## src/rtl/muldiv_pkg.sv

```systemverilog
// Shared op/state encodings and operand-signedness helpers for the M-extension unit.
package muldiv_pkg;

  // funct3 encodings of the M-extension ops
  typedef enum logic [2:0] {
    MD_MUL    = 3'b000,
    MD_MULH   = 3'b001,
    MD_MULHSU = 3'b010,
    MD_MULHU  = 3'b011,
    MD_DIV    = 3'b100,
    MD_DIVU   = 3'b101,
    MD_REM    = 3'b110,
    MD_REMU   = 3'b111
  } md_op_e;

  // Control FSM states
  typedef enum logic [2:0] {
    MDS_IDLE = 3'd0,
    MDS_MUL  = 3'd1,
    MDS_FAST = 3'd2,
    MDS_DIV  = 3'd3,
    MDS_DFIX = 3'd4,
    MDS_DONE = 3'd5
  } md_state_e;

  // rs1 is treated as two's complement
  function automatic logic is_signed_a(input md_op_e op);
    return (op == MD_MUL) || (op == MD_MULH) || (op == MD_MULHSU) ||
           (op == MD_DIV) || (op == MD_REM);
  endfunction

  // rs2 is treated as two's complement
  function automatic logic is_signed_b(input md_op_e op);
    return (op == MD_MUL) || (op == MD_MULH) || (op == MD_DIV) || (op == MD_REM);
  endfunction

  // op produces the remainder rather than the quotient
  function automatic logic is_rem(input md_op_e op);
    return (op == MD_REM) || (op == MD_REMU);
  endfunction

endpackage

```

## src/rtl/muldiv_unit_div_iter.sv

```systemverilog
// Restoring radix-2 divider on unsigned magnitudes, one quotient bit per cycle.
module div_iter #(
  parameter int unsigned XLEN = 32
) (
  input  logic            clock,
  input  logic            reset,
  input  logic            kill,
  input  logic            start,
  input  logic [XLEN-1:0] dividend,
  input  logic [XLEN-1:0] divisor,
  output logic            done_c,
  output logic [XLEN-1:0] quotient,
  output logic [XLEN-1:0] remainder
);

  localparam int unsigned CW = $clog2(XLEN);

  logic [XLEN-1:0] rem;
  logic [XLEN-1:0] quo;
  logic [XLEN-1:0] dvs;
  logic [CW-1:0]   cnt;
  logic            run;
  logic [XLEN:0]   partial;
  logic [XLEN:0]   diff;

  // Partial remainder shifted with the next dividend bit, and trial subtraction
  assign partial = {rem, quo[XLEN-1]};
  assign diff    = partial - {1'b0, dvs};

  // Iteration: dividend bits shift out of quo as quotient bits shift in
  always_ff @(posedge clock) begin
    if (reset || kill) begin
      run <= 1'b0;
      cnt <= '0;
      rem <= '0;
      quo <= '0;
      dvs <= '0;
    end else if (start) begin
      run <= 1'b1;
      cnt <= CW'(XLEN - 1);
      rem <= '0;
      quo <= dividend;
      dvs <= divisor;
    end else if (run) begin
      if (!diff[XLEN]) begin
        rem <= diff[XLEN-1:0];
        quo <= {quo[XLEN-2:0], 1'b1};
      end else begin
        rem <= partial[XLEN-1:0];
        quo <= {quo[XLEN-2:0], 1'b0};
      end
      if (cnt == '0) run <= 1'b0;
      else           cnt <= cnt - CW'(1);
    end
  end

  assign done_c    = run && (cnt == '0);
  assign quotient  = quo;
  assign remainder = rem;

endmodule

```

## src/rtl/muldiv_unit.sv

```systemverilog
// Multi-cycle RV M-extension multiply/divide unit with valid/ready handshake and flush.
module muldiv_unit
  import muldiv_pkg::*;
#(
  parameter int unsigned XLEN  = 32,
  parameter int unsigned TAG_W = 5
) (
  input  logic             clock,
  input  logic             reset,
  input  logic             flush,
  input  logic             in_valid,
  output logic             in_ready,
  input  logic [2:0]       in_op,
  input  logic [XLEN-1:0]  in_a,
  input  logic [XLEN-1:0]  in_b,
  input  logic [TAG_W-1:0] in_tag,
  output logic             out_valid,
  input  logic             out_ready,
  output logic [XLEN-1:0]  out_result,
  output logic [TAG_W-1:0] out_tag,
  output logic             busy
);

  localparam int unsigned   PW   = 2 * XLEN;
  localparam logic [XLEN-1:0] ONES = '1;
  localparam logic [XLEN-1:0] MINV = {1'b1, {(XLEN-1){1'b0}}};

  md_state_e        state;
  md_op_e           op_q;
  md_op_e           in_op_e;
  logic [XLEN-1:0]  a_q;
  logic [XLEN-1:0]  b_q;
  logic [TAG_W-1:0] tag_q;
  logic             first;
  logic [PW-1:0]    prod_q;

  logic [PW-1:0]    ext_a;
  logic [PW-1:0]    ext_b;
  logic [PW-1:0]    mul_full;
  logic [XLEN-1:0]  mul_sel;
  logic             neg_a;
  logic             neg_b;
  logic [XLEN-1:0]  mag_a;
  logic [XLEN-1:0]  mag_b;
  logic             corner_c;
  logic [XLEN-1:0]  fast_res;
  logic [XLEN-1:0]  fix_res;
  logic             div_start;
  logic             div_done;
  logic [XLEN-1:0]  div_q;
  logic [XLEN-1:0]  div_r;

  assign in_op_e  = md_op_e'(in_op);
  assign in_ready = (state == MDS_IDLE);
  assign busy     = (state != MDS_IDLE);

  // Divide-by-zero and signed overflow bypass the iterative divider
  assign corner_c = (in_b == '0) ||
                    (is_signed_b(in_op_e) && (in_a == MINV) && (in_b == ONES));

  // Multiplier on sign/zero-extended operands; product kept at full width
  assign ext_a    = is_signed_a(op_q) ? {{XLEN{a_q[XLEN-1]}}, a_q} : {{XLEN{1'b0}}, a_q};
  assign ext_b    = is_signed_b(op_q) ? {{XLEN{b_q[XLEN-1]}}, b_q} : {{XLEN{1'b0}}, b_q};
  assign mul_full = ext_a * ext_b;
  assign mul_sel  = (op_q == MD_MUL) ? prod_q[XLEN-1:0] : prod_q[PW-1:XLEN];

  // Operand magnitudes for the divider; MINV magnitude fits as unsigned
  assign neg_a = is_signed_a(op_q) & a_q[XLEN-1];
  assign neg_b = is_signed_b(op_q) & b_q[XLEN-1];
  assign mag_a = neg_a ? -a_q : a_q;
  assign mag_b = neg_b ? -b_q : b_q;

  // Corner-case results: x/0 and MINV/-1
  assign fast_res = (b_q == '0) ? (is_rem(op_q) ? a_q : ONES)
                                : (is_rem(op_q) ? '0  : a_q);

  // Sign fix-up: quotient negative on differing signs, remainder follows dividend
  assign fix_res = is_rem(op_q) ? (neg_a ? -div_r : div_r)
                                : ((neg_a ^ neg_b) ? -div_q : div_q);

  assign div_start = (state == MDS_DIV) && first;

  div_iter #(.XLEN(XLEN)) u_div_iter (
    .clock     (clock),
    .reset     (reset),
    .kill      (flush),
    .start     (div_start),
    .dividend  (mag_a),
    .divisor   (mag_b),
    .done_c    (div_done),
    .quotient  (div_q),
    .remainder (div_r)
  );

  // Control FSM, operand capture and registered result/handshake outputs
  always_ff @(posedge clock) begin
    if (reset) begin
      state      <= MDS_IDLE;
      op_q       <= MD_MUL;
      a_q        <= '0;
      b_q        <= '0;
      tag_q      <= '0;
      first      <= 1'b0;
      prod_q     <= '0;
      out_valid  <= 1'b0;
      out_result <= '0;
      out_tag    <= '0;
    end else if (flush) begin
      state     <= MDS_IDLE;
      first     <= 1'b0;
      out_valid <= 1'b0;
    end else begin
      case (state)
        MDS_IDLE: begin
          if (in_valid) begin
            op_q  <= in_op_e;
            a_q   <= in_a;
            b_q   <= in_b;
            tag_q <= in_tag;
            first <= 1'b1;
            if (!in_op[2])     state <= MDS_MUL;
            else if (corner_c) state <= MDS_FAST;
            else               state <= MDS_DIV;
          end
        end
        MDS_MUL: begin
          first <= 1'b0;
          if (first) begin
            prod_q <= mul_full;
          end else begin
            out_result <= mul_sel;
            out_tag    <= tag_q;
            out_valid  <= 1'b1;
            state      <= MDS_DONE;
          end
        end
        MDS_FAST: begin
          // first cycle lets short ops share the multiply latency
          first <= 1'b0;
          if (!first) begin
            out_result <= fast_res;
            out_tag    <= tag_q;
            out_valid  <= 1'b1;
            state      <= MDS_DONE;
          end
        end
        MDS_DIV: begin
          first <= 1'b0;
          if (div_done) state <= MDS_DFIX;
        end
        MDS_DFIX: begin
          out_result <= fix_res;
          out_tag    <= tag_q;
          out_valid  <= 1'b1;
          state      <= MDS_DONE;
        end
        MDS_DONE: begin
          if (out_ready) begin
            out_valid <= 1'b0;
            state     <= MDS_IDLE;
          end
        end
        default: state <= MDS_IDLE;
      endcase
    end
  end

endmodule

```

## config.mk

```make
export PLATFORM = sky130hd
export DESIGN_NAME = muldiv_unit
export DESIGN_NICKNAME = d
export VERILOG_FILES = /design/src/rtl/muldiv_pkg.sv /design/src/rtl/muldiv_unit_div_iter.sv /design/src/rtl/muldiv_unit.sv
export SDC_FILE = /design/constraint.sdc
export NUM_CORES = 2
export LEC_CHECK = 0
export BUFFER_PORTS_ARGS = -buffer_cell sky130_fd_sc_hd__buf_2
export CORE_MARGIN = 2
export CORE_UTILIZATION = 66
export DETAILED_ROUTE_END_ITERATION = 16
export PLACE_DENSITY = 0.83
export SLEW_MARGIN = 5
export SYNTH_ARGS = -nofsm -noshare
export SYNTH_HDL_FRONTEND = slang
export SYNTH_SLANG_ARGS = --single-unit
```

## constraint.sdc

```tcl
create_clock -name clock -period 13.46 [get_ports clock]
set_clock_uncertainty 0.2 [all_clocks]
set_input_delay 1.346 -clock clock [delete_from_list [all_inputs] [get_ports clock]]
set_output_delay 1.346 -clock clock [all_outputs]
set_load 0.02 [all_outputs]
```

==> run summary <==
status -> completed
DR WL/cell -> 22.34 µm
CP required -> 13.82 ns
synth unique cells -> 87
pin count of the biggest net entering global routing -> 73
fill count -> 7411
DRC -> 0
worst ir drop on vdd -> 0.00008890 V
Most used DFF post-synth -> dfxtp_1
most common cell in the netlist -> inv_1
Worst Reg2Reg Path Length in Cells -> 29
Num CTS Buffers -> 26
setup bufs post-CTS -> 0
initial antenna violation count -> 7
CTS Hold Buffers Added -> 0
Post-synth EDFFs -> 0
1st-iter DRT viols -> 4868
Mapped Area -> 0.06405 mm²
critical path's largest stage delay -> 1.05 ns
RePlAce Congestion -> 1.055
design area -> 0.06627 mm²
Cell Pwr Density -> 43.14 mW/mm²
total die area -> 0.09955 mm²
fin crit share -> 79.18%
vias in the first global route -> 54263
ratio of cells with drive above 1 in the final layout -> 4.484%
Yosys top cell area share -> 45.01%
cell taking the most area after synthesis -> fa_1
#FFs+latches synth -> 280
Total GRT Usage -> 39.49%
Routed WL -> 189.5 mm
Reg2Reg Setup Slack -> 2.80 ns
fin. max-slew vios -> 0
Mapped Cells -> 7371
Slowest cell on crit path -> fa_1
Ys Warns -> 0
Fin. Hold Viols -> 0
capturing point of the worst reg2reg path -> prod_q[57]$_SDFFE_PP0P_
drt pass-1 iters -> 8
most used cell along the critical path -> fa_1
final setup vio count -> 0
row count -> 114
IO Port Bufs -> 116
die width -> 315.5 µm
highest clock rate -> 0.09383 GHz
H-tree depth -> 1
leak pwr -> 33.62 nW
syn_nets -> 9222
synth top area cells -> fa_1 45%, inv_1 10%, dfxtp_1 8.8%
Async S/R FF share, synth -> 0%
CTS Buffer Depth -> 3
total core area -> 0.09642 mm²
clock net sink count -> 280
Die Span Y -> 315.5 µm
synth-to-layout area growth -> 3.470%
Post-synth top cells -> 1754 x inv_1, 1440 x fa_1, 1131 x nand2_1
Hold EP -> prod_q[11]$_SDFFE_PP0P_
ANT nets after route -> 0
Final #Nets -> 9034
worst hold-check path type -> flop to flop
Reg clk slew, reported paths -> 0.07 ns
crit path kind -> flop to flop
worst-skew pair later-pin latency -> 0.62 ns
hold depth -> 2
MaxCap Viol Count -> 0
setup TNS -> 0 ns
total power -> 2.859 mW
Period minus WS final -> 10.66 ns
Via-to-Cell Ratio -> 5.983
placed cell count -> 8431
I/O Pins -> 117
Placed Area -> 0.06537 mm²
CP max FO -> 24
crit end category -> flop
HP Start -> prod_q[11]$_SDFFE_PP0P_
reg2reg start -> op_q[2]$_SDFFE_PP0P_
Root Buffer -> clkbuf_16
Remaining Overflow, GRT -> 0
first-pass GRT wire length -> 300.2 mm
DP Wirelength -> 149.2 mm
Slew @ Worst Pin -> 1.277 ns
RSZ-0062 raised after global routing -> false
Finished Layout Cells -> 8482
sequential fraction of the synthesis area -> 8.752%
post-cts resize count -> 0
WP data arrival -> 11.02 ns
CP startpoint kind -> flop
Starting Density -> 66.42%
vias -> 50752
CTS tree -> built
Worst slew margin -> 14.55%
synthesized area per cell -> 8.689 µm²
==> power breakdown <==
group | internal [mW] | leakage (nW) | total [mW] | switching, mW
clock network | 0.442 | 0.434 | 0.829 | 0.386
registers | 0.849 | 2.27 | 0.877 | 0.0273
logic | 0.378 | 30.9 | 1.15 | 0.776
total | 1.67 | 33.6 | 2.86 | 1.19
==> cell type report <==
class	instances	area, µm²	area share (%)
clock buffers	32	683.2	1.031
repair buffers	215	1330	2.007
multi-input cells	4905	50230	75.80
well taps	1276	1597	2.409
clock inverters	16	207.7	0.3134
inverters	1755	6588	9.941
flip-flops and latches	280	5623	8.485
diodes	3	7.507	0.01133
==> through the flow <==
| stage | hold slack, ns | utilization, % | worst slack [ns] |
|---|---|---|---|
| 6_report | 0.2534 | 68.73 | 2.803 |
| 4_1_cts | 0.2526 | 68.72 | 2.978 |
| 2_1_floorplan | 0.2244 | - | 3.292 |
| 3_3_place_gp | 0.2375 | 67.79 | 3.156 |
| 3_5_place_dp | 0.2427 | 67.79 | 2.970 |
| 5_1_grt | 0.2697 | 68.72 | 2.447 |
==> metal layers <==
layer  GRT usage [%]  routed length [µm]  part of all wire (%)  vias to the layer above
met5               0                  13                0.0069                        -
met4           23.78               13990                   7.4                        2
met3           8.612               21240                    11                      739
met2           63.34               86570                    46                     2968
met1           49.42               67640                    36                    25407
li1                -                   -                     -                    21636
==> sequential cells by signal, indices dropped and copies added (netlist names), 5 cells and up <==
name and cells:
prod_q 64, a_q 32, b_q 32, out_result 32, u_div_iter.dvs 32, u_div_iter.quotient 32
u_div_iter.remainder 32, out_tag 5, tag_q 5, u_div_iter.cnt 5
==> placed cells by master, fill, tap and decap left out, drive strengths merged, types with 136 or more instances in the layout <==
master	n
a21oi	348
and2	327
buf	215
dfxtp	280
fa	1440
ha	334
inv	1757
nand2	1132
nor2	224
o21ai	136
xnor2	158
==> cell families (layout without fill, tap and decap cells) <==
family          after synthesis  in the layout  synth area share (%)
buf+inv                    2186           2018                 12.90
other cells                   0              3                     0
compound gates              819            819                 7.953
xor+xnor                    244            244                 3.337
simple gates               1988           1988                 14.26
mux                          80             80                 1.258
fa+ha+maj                  1774           1774                 51.54
flops                       280            280                 8.752
==> critical path: cells and delay by family, from the launching register on <==
family	cells	cell delay [ns]
flip-flops	1	0.38
adder cells (fa/ha/maj)	11	6.43
AO/OA/AOI/OAI	9	1.88
AND/OR/NAND/NOR	3	1.07
buffers and inverters	6	0.60
==> worst max-delay path by stage <==
stage,startpoint,to,slack [ns],cells after the start
after floorplan,op_q[2]$_SDFFE_PP0P_,prod_q[61]$_SDFFE_PP0P_,3.29,34
after global placement,op_q[2]$_SDFFE_PP0P_,prod_q[61]$_SDFFE_PP0P_,3.16,29
after detailed placement,op_q[2]$_SDFFE_PP0P_,prod_q[58]$_SDFFE_PP0P_,2.97,28
after CTS,op_q[2]$_SDFFE_PP0P_,prod_q[58]$_SDFFE_PP0P_,2.98,28
after global routing,op_q[2]$_SDFFE_PP0P_,prod_q[58]$_SDFFE_PP0P_,2.45,28
final,op_q[2]$_SDFFE_PP0P_,prod_q[57]$_SDFFE_PP0P_,2.80,29
No activity file was read; power rests on OpenSTA's default activity.
